===== src/rtl/mul_div_defs.sv =====
// Shared encodings for the iterative M-extension unit: funct3 op codes and FSM states.
package mul_div_defs;

  typedef enum logic [2:0] {
    OP_MUL    = 3'd0,
    OP_MULH   = 3'd1,
    OP_MULHSU = 3'd2,
    OP_MULHU  = 3'd3,
    OP_DIV    = 3'd4,
    OP_DIVU   = 3'd5,
    OP_REM    = 3'd6,
    OP_REMU   = 3'd7
  } op_e;

  typedef enum logic [1:0] {
    ST_IDLE    = 2'd0,
    ST_COMPUTE = 2'd1,
    ST_DONE    = 2'd2
  } state_e;

endpackage


===== src/rtl/mul_div_seq_unit.sv =====
// Iterative RV32M/RV64M multiply/divide unit. One radix-2 iteration per cycle on
// operand magnitudes; signs are re-applied when the last iteration completes.
// Divide-by-zero and signed divide overflow are answered without iterating.
module mul_div_seq_unit
  import mul_div_defs::*;
#(
  parameter int XLEN = 32
) (
  input  logic            clk,
  input  logic            reset_n,
  input  logic            start,
  input  logic [2:0]      op,
  input  logic [XLEN-1:0] operand_a,
  input  logic [XLEN-1:0] operand_b,
  input  logic            flush,
  output logic [XLEN-1:0] result,
  output logic            busy,
  output logic            ready
);

  localparam int CNT_W = $clog2(XLEN) + 1;
  localparam logic [CNT_W-1:0] LAST_CNT = CNT_W'(XLEN - 1);
  localparam logic [XLEN-1:0]  MIN_VAL  = {1'b1, {(XLEN-1){1'b0}}};

  state_e                state, state_nxt;
  op_e                   op_q;
  logic [XLEN-1:0]       b_mag, quo, rem, result_q;
  logic [2*XLEN-1:0]     acc;
  logic                  neg_q, neg_r;
  logic [CNT_W-1:0]      counter;

  op_e                   op_in;
  logic                  a_signed, b_signed, a_neg, b_neg;
  logic [XLEN-1:0]       a_mag_in, b_mag_in, special_res, final_res;
  logic                  div_zero, div_ovf, special, launch, last_iter;
  logic [XLEN:0]         mul_sum, div_shift, div_diff;
  logic                  div_ok;
  logic [2*XLEN-1:0]     acc_nxt, prod;
  logic [XLEN-1:0]       quo_nxt, rem_nxt, quo_fix, rem_fix;

  assign op_in = op_e'(op);

  // Operand decode at launch: magnitudes, signs and the non-iterating divide cases.
  always_comb begin
    a_signed = (op_in == OP_MULH) || (op_in == OP_MULHSU) ||
               (op_in == OP_DIV)  || (op_in == OP_REM);
    b_signed = (op_in == OP_MULH) || (op_in == OP_DIV) || (op_in == OP_REM);
    a_neg    = a_signed & operand_a[XLEN-1];
    b_neg    = b_signed & operand_b[XLEN-1];
    a_mag_in = a_neg ? -operand_a : operand_a;
    b_mag_in = b_neg ? -operand_b : operand_b;
    div_zero = op[2] && (operand_b == '0);
    div_ovf  = ((op_in == OP_DIV) || (op_in == OP_REM)) &&
               (operand_a == MIN_VAL) && (operand_b == '1);
    special  = div_zero || div_ovf;
    // op[1] separates REM/REMU from DIV/DIVU
    special_res = '0;
    if (div_zero)     special_res = op[1] ? operand_a : '1;
    else if (div_ovf) special_res = op[1] ? '0 : MIN_VAL;
  end

  assign launch    = (state == ST_IDLE) && start && !flush;
  assign last_iter = (state == ST_COMPUTE) && !flush && (counter == LAST_CNT);

  // One shift-add and one restoring-divide step, plus the sign fixup of the final values.
  always_comb begin
    mul_sum   = {1'b0, acc[2*XLEN-1:XLEN]} + (acc[0] ? {1'b0, b_mag} : '0);
    acc_nxt   = {mul_sum, acc[XLEN-1:1]};
    // partial remainder stays below 2*b_mag, so XLEN+1 bits hold the signed difference
    div_shift = {rem, quo[XLEN-1]};
    div_diff  = div_shift - {1'b0, b_mag};
    div_ok    = ~div_diff[XLEN];
    rem_nxt   = div_ok ? div_diff[XLEN-1:0] : div_shift[XLEN-1:0];
    quo_nxt   = {quo[XLEN-2:0], div_ok};
    prod      = neg_q ? -acc_nxt : acc_nxt;
    quo_fix   = neg_q ? -quo_nxt : quo_nxt;
    rem_fix   = neg_r ? -rem_nxt : rem_nxt;
    if (op_q[2])              final_res = op_q[1] ? rem_fix : quo_fix;
    else if (op_q == OP_MUL)  final_res = prod[XLEN-1:0];
    else                      final_res = prod[2*XLEN-1:XLEN];
  end

  // FSM state register.
  always_ff @(posedge clk or negedge reset_n) begin
    if (!reset_n) state <= ST_IDLE;
    else          state <= state_nxt;
  end

  // Next-state logic; flush beats start in IDLE and aborts COMPUTE.
  always_comb begin
    state_nxt = state;
    case (state)
      ST_IDLE: begin
        if (launch) state_nxt = special ? ST_DONE : ST_COMPUTE;
      end
      ST_COMPUTE: begin
        if (flush)                     state_nxt = ST_IDLE;
        else if (counter == LAST_CNT)  state_nxt = ST_DONE;
      end
      ST_DONE:  state_nxt = ST_IDLE;
      default:  state_nxt = ST_IDLE;
    endcase
  end

  // Datapath: load magnitudes at launch, iterate in COMPUTE, capture the result at the end.
  always_ff @(posedge clk or negedge reset_n) begin
    if (!reset_n) begin
      op_q     <= OP_MUL;
      b_mag    <= '0;
      acc      <= '0;
      quo      <= '0;
      rem      <= '0;
      neg_q    <= 1'b0;
      neg_r    <= 1'b0;
      counter  <= '0;
      result_q <= '0;
    end else if (launch) begin
      op_q     <= op_in;
      b_mag    <= b_mag_in;
      acc      <= {{XLEN{1'b0}}, a_mag_in};
      quo      <= a_mag_in;
      rem      <= '0;
      neg_q    <= a_neg ^ b_neg;
      neg_r    <= a_neg;
      counter  <= '0;
      if (special) result_q <= special_res;
    end else if (state == ST_COMPUTE) begin
      acc     <= acc_nxt;
      quo     <= quo_nxt;
      rem     <= rem_nxt;
      counter <= counter + 1'b1;
      if (last_iter) result_q <= final_res;
    end
  end

  assign result = result_q;
  assign busy   = (state == ST_COMPUTE);
  assign ready  = (state == ST_DONE);

endmodule


===== config.mk =====
export PLATFORM = sky130hd
export DESIGN_NAME = mul_div_seq_unit
export DESIGN_NICKNAME = d
export VERILOG_FILES = /design/src/rtl/mul_div_defs.sv /design/src/rtl/mul_div_seq_unit.sv
export SDC_FILE = /design/constraint.sdc
export NUM_CORES = 1
export LEC_CHECK = 0
export ABC_AREA = 1
export BUFFER_PORTS_ARGS = -buffer_cell sky130_fd_sc_hd__buf_2
export CORE_UTILIZATION = 54
export DETAILED_ROUTE_END_ITERATION = 10
export PLACE_DENSITY = 0.75
export SLEW_MARGIN = 20
export SYNTH_ARGS = -nofsm -noshare
export SYNTH_HDL_FRONTEND = slang
export SYNTH_SLANG_ARGS = --single-unit

===== constraint.sdc =====
create_clock -name clk -period 6.1 [get_ports clk]
set_input_delay 1.525 -clock clk [delete_from_list [all_inputs] [get_ports clk]]
set_output_delay 1.525 -clock clk [all_outputs]
set_load 0.02 [all_outputs]

==> flow_summary_export.csv <==
group,metric,value,unit
run_status,outcome,"completed",
sta,worst_slew_pin_slew,0.957,ns
setup_path,cp-start-kind,"flop",
cts,cts_made_buffers,26,
layout,diodes,0,
sta,period_needed,4.93,ns
sta,skew,0.0291,ns
grt,gr-usage-met2,65.4,%
power,cellPowerDensity,691,nW/um2
layout,areaGrowthSynthToFinish,8.84,%
cts,clk_latency,0.59,ns
grt,use_met1,56.3,%
place,place.detailed.hpwl,64.5,mm
logic_synthesis,avgSynthCellArea,6.08,um2
setup_path,worst_path_max_delay_cell,"fa_1",
place,post-place-cells,3774,
sta,hold_viol_final,0,
layout,instances_no_fill,3820,
die,die-height,194,um
power,leakagePower,11.2,nW
sta,setup_viol,0,
logic_synthesis,synth_area,20000,um2
logic_synthesis,yosysWarnings,0,
min_path,hold_path_depth,2,
logic_synthesis,seq_area_frac_synth,25.7,%
setup_path,ff2ff_path_depth,32,
cts,post_cts_resized,0,
sta,fmax,203,MHz
setup_path,r2r_slack,1.17,ns
logic_synthesis,synth_ff_type,"dfrtp_1",
logic_synthesis,synth_nets,3435,
setup_path,r2r_end,"result[28]$_DFFE_PN0P_",
power,vdd_drop_max,309,uV
setup_path,cp.arrival,5.42,ns
grt,grt_pass1_vias,21200,
place,io_buffer_count,104,
sta,relSlewSlack,35.6,%
cts,cts_tree,"built",
sta,setup_tns,0,ns
detailed_routing,dr_total_vias,23300,
detailed_routing,drtIter0Drc,2849,
grt,grt_overflow,0,
die,rows,70,
setup_path,path_max_fanout,8,
detailed_routing,drc,0,
logic_synthesis,ys_seq_elements,205,
setup_path,cpPeakStageDelay,0.45,ns
setup_path,reg2reg_from,"b_mag[0]$_DFFE_PN0P_",
sta,slew_violations,0,
die,start_util,54.7,%
min_path,min_to,"acc[45]$_DFFE_PN0P_",
layout,layout-drive-gt1-share,7.58,%
grt,grt_pass1_wl,124,mm
detailed_routing,wl,82.0,mm
cts,cts_setup_buffers,0,
logic_synthesis,synth_edf_count,0,
place,gp_congestion,1.11,
detailed_routing,drtPass1Iterations,8,
grt,grt_max_degree,107,
setup_path,cp_common_cell,"nand2_1",
detailed_routing,viasPerCell,6.09,
grt,use_met3,10.5,%
cts,clockRootBuffer,"clkbuf_16",
layout,fin_nets,3478,
cts,clockBufferDepth,3,
min_path,hp-class,"flop to flop",
cts,clk_pin_slew,0.06,ns
setup_path,crit_path_start,"b_mag[0]$_DFFE_PN0P_",
setup_path,crit_path_end_kind,"flop",
run,cap_violations,0,
setup_path,path_class,"flop to flop",
grt,busiest_layer,"met2",
sta,period_share,80.8,%
detailed_routing,detail_route.wl_per_cell,21.5,um
detailed_routing,drtAntennaViolNets,0,
die,die_w,194,um
min_path,hp-start,"acc[45]$_DFFE_PN0P_",
logic_synthesis,synth_cells,3291,
setup_path,required,6.59,ns
die,coreArea,36500,um2
logic_synthesis,synthArstFlopShare,100,%
cts,hold_buffers,0,
logic_synthesis,synth_cell_type_count,59,
grt,grtUsageTotal,42.7,%
cts,ctsHtreeMaxLevel,1,
grt,grt_antenna_before_repair,0,
cts,cts_sinks,205,
die,ioPinCount,105,
sta,grt_setup_unrepaired,"false",
die,die-area,37800,um2
-- where the power goes --
group / internal [W] / switching (W) / leakage [nW]
logic: 0.00306 / 0.00778 / 8.17
registers: 0.00185 / 0.000559 / 2.60
clock network: 0.00110 / 0.000679 / 0.474
-- layer usage --
metal | vias to the layer above | routed length, um
met4 | 0 | 4830
met3 | 279 | 9410
li1 | 10900 | -
met1 | 10800 | 32600
met5 | - | 0
met2 | 1369 | 35100
-- area by class of cell --
| class | count | area [um2] |
|---|---|---|
| fillers | 3683 | 14800 |
| repair buffers | 130 | 726 |
| flip-flops and latches | 205 | 5130 |
| inverters | 435 | 1630 |
| clock inverters | 16 | 270 |
| clock buffers | 30 | 686 |
| well taps | 468 | 586 |
| multi-input cells | 2536 | 12700 |
-- cells in the final DEF, fill, tap and decap left out, types with 40 or more instances in the layout --
cell and instances:
nor3_1 64, dfrtp_1 204, ha_1 71, nand4_1 40, o21ai_0 302, a21oi_1 234, inv_1 429, nand2_1 885
nand3_1 240, xor2_1 59, buf_2 103, nor2_1 354
-- cell usage after synthesis (all sizes together), types with 41 or more instances --
| master | n | share of area [%] |
|---|---|---|
| a21oi | 241 | 6.2 |
| nand4 | 41 | 1.4 |
| nor3 | 66 | 1.7 |
| inv | 434 | 8.1 |
| dfrtp | 205 | 26 |
| nor2 | 370 | 7.3 |
| clkbuf | 86 | 1.6 |
| nand2 | 919 | 18 |
| o21ai | 318 | 8.0 |
| nand3 | 247 | 6.5 |
| xor2 | 59 | 2.6 |
| ha | 71 | 4.4 |
-- registers in the layout, summed over array words and instances (netlist names) --
register  flops
rem          32
op_q          3
neg_r         1
b_mag        32
counter       6
neg_q         1
acc          64
quo          32
state         2
result       32
-- how the worst max path moves through the flow --
stage | to | depth (start not counted)
3_5_place_dp | result[31]$_DFFE_PN0P_ | 20
2_1_floorplan | result[28]$_DFFE_PN0P_ | 34
4_1_cts | result[28]$_DFFE_PN0P_ | 32
6_report | result[28]$_DFFE_PN0P_ | 32
3_3_place_gp | result[28]$_DFFE_PN0P_ | 33
5_1_grt | result[26]$_DFFE_PN0P_ | 33
-- critical path: cells and delay by family (launching register included) --
kind	cells	cell delay, ns
flops	1	0.40
fa+ha+maj	3	0.85
simple gates	18	2.32
buf+inv	5	0.46
compound gates	6	0.81
-- per-stage QoR --
step / power (W) / cell area (um2) / setup WS (ns) / util [%] / hold WS, ns
6_report: 0.0150 / 21800 / 1.17 / 59.6 / 0.498
5_1_grt: 0.0161 / 21800 / 0.666 / 59.6 / 0.525
4_1_cts: 0.0147 / 21800 / 1.26 / 59.6 / 0.499
3_5_place_dp: 0.0128 / 20800 / 1.20 / 57.0 / 0.484
3_3_place_gp: 0.0127 / 20800 / 1.37 / 57.0 / 0.468
2_1_floorplan: 0.00974 / 20000 / 1.85 / - / 0.454
-- cells by family after synthesis --
group           Yosys count  synth area share, %
compound gates          701                 19.3
xor+xnor                 83                 3.64
fa+ha+maj                73                 4.64
buf+inv                 550                 10.8
flops                   205                 25.7
simple gates           1679                 35.9
(Power assumes the default switching activity.)
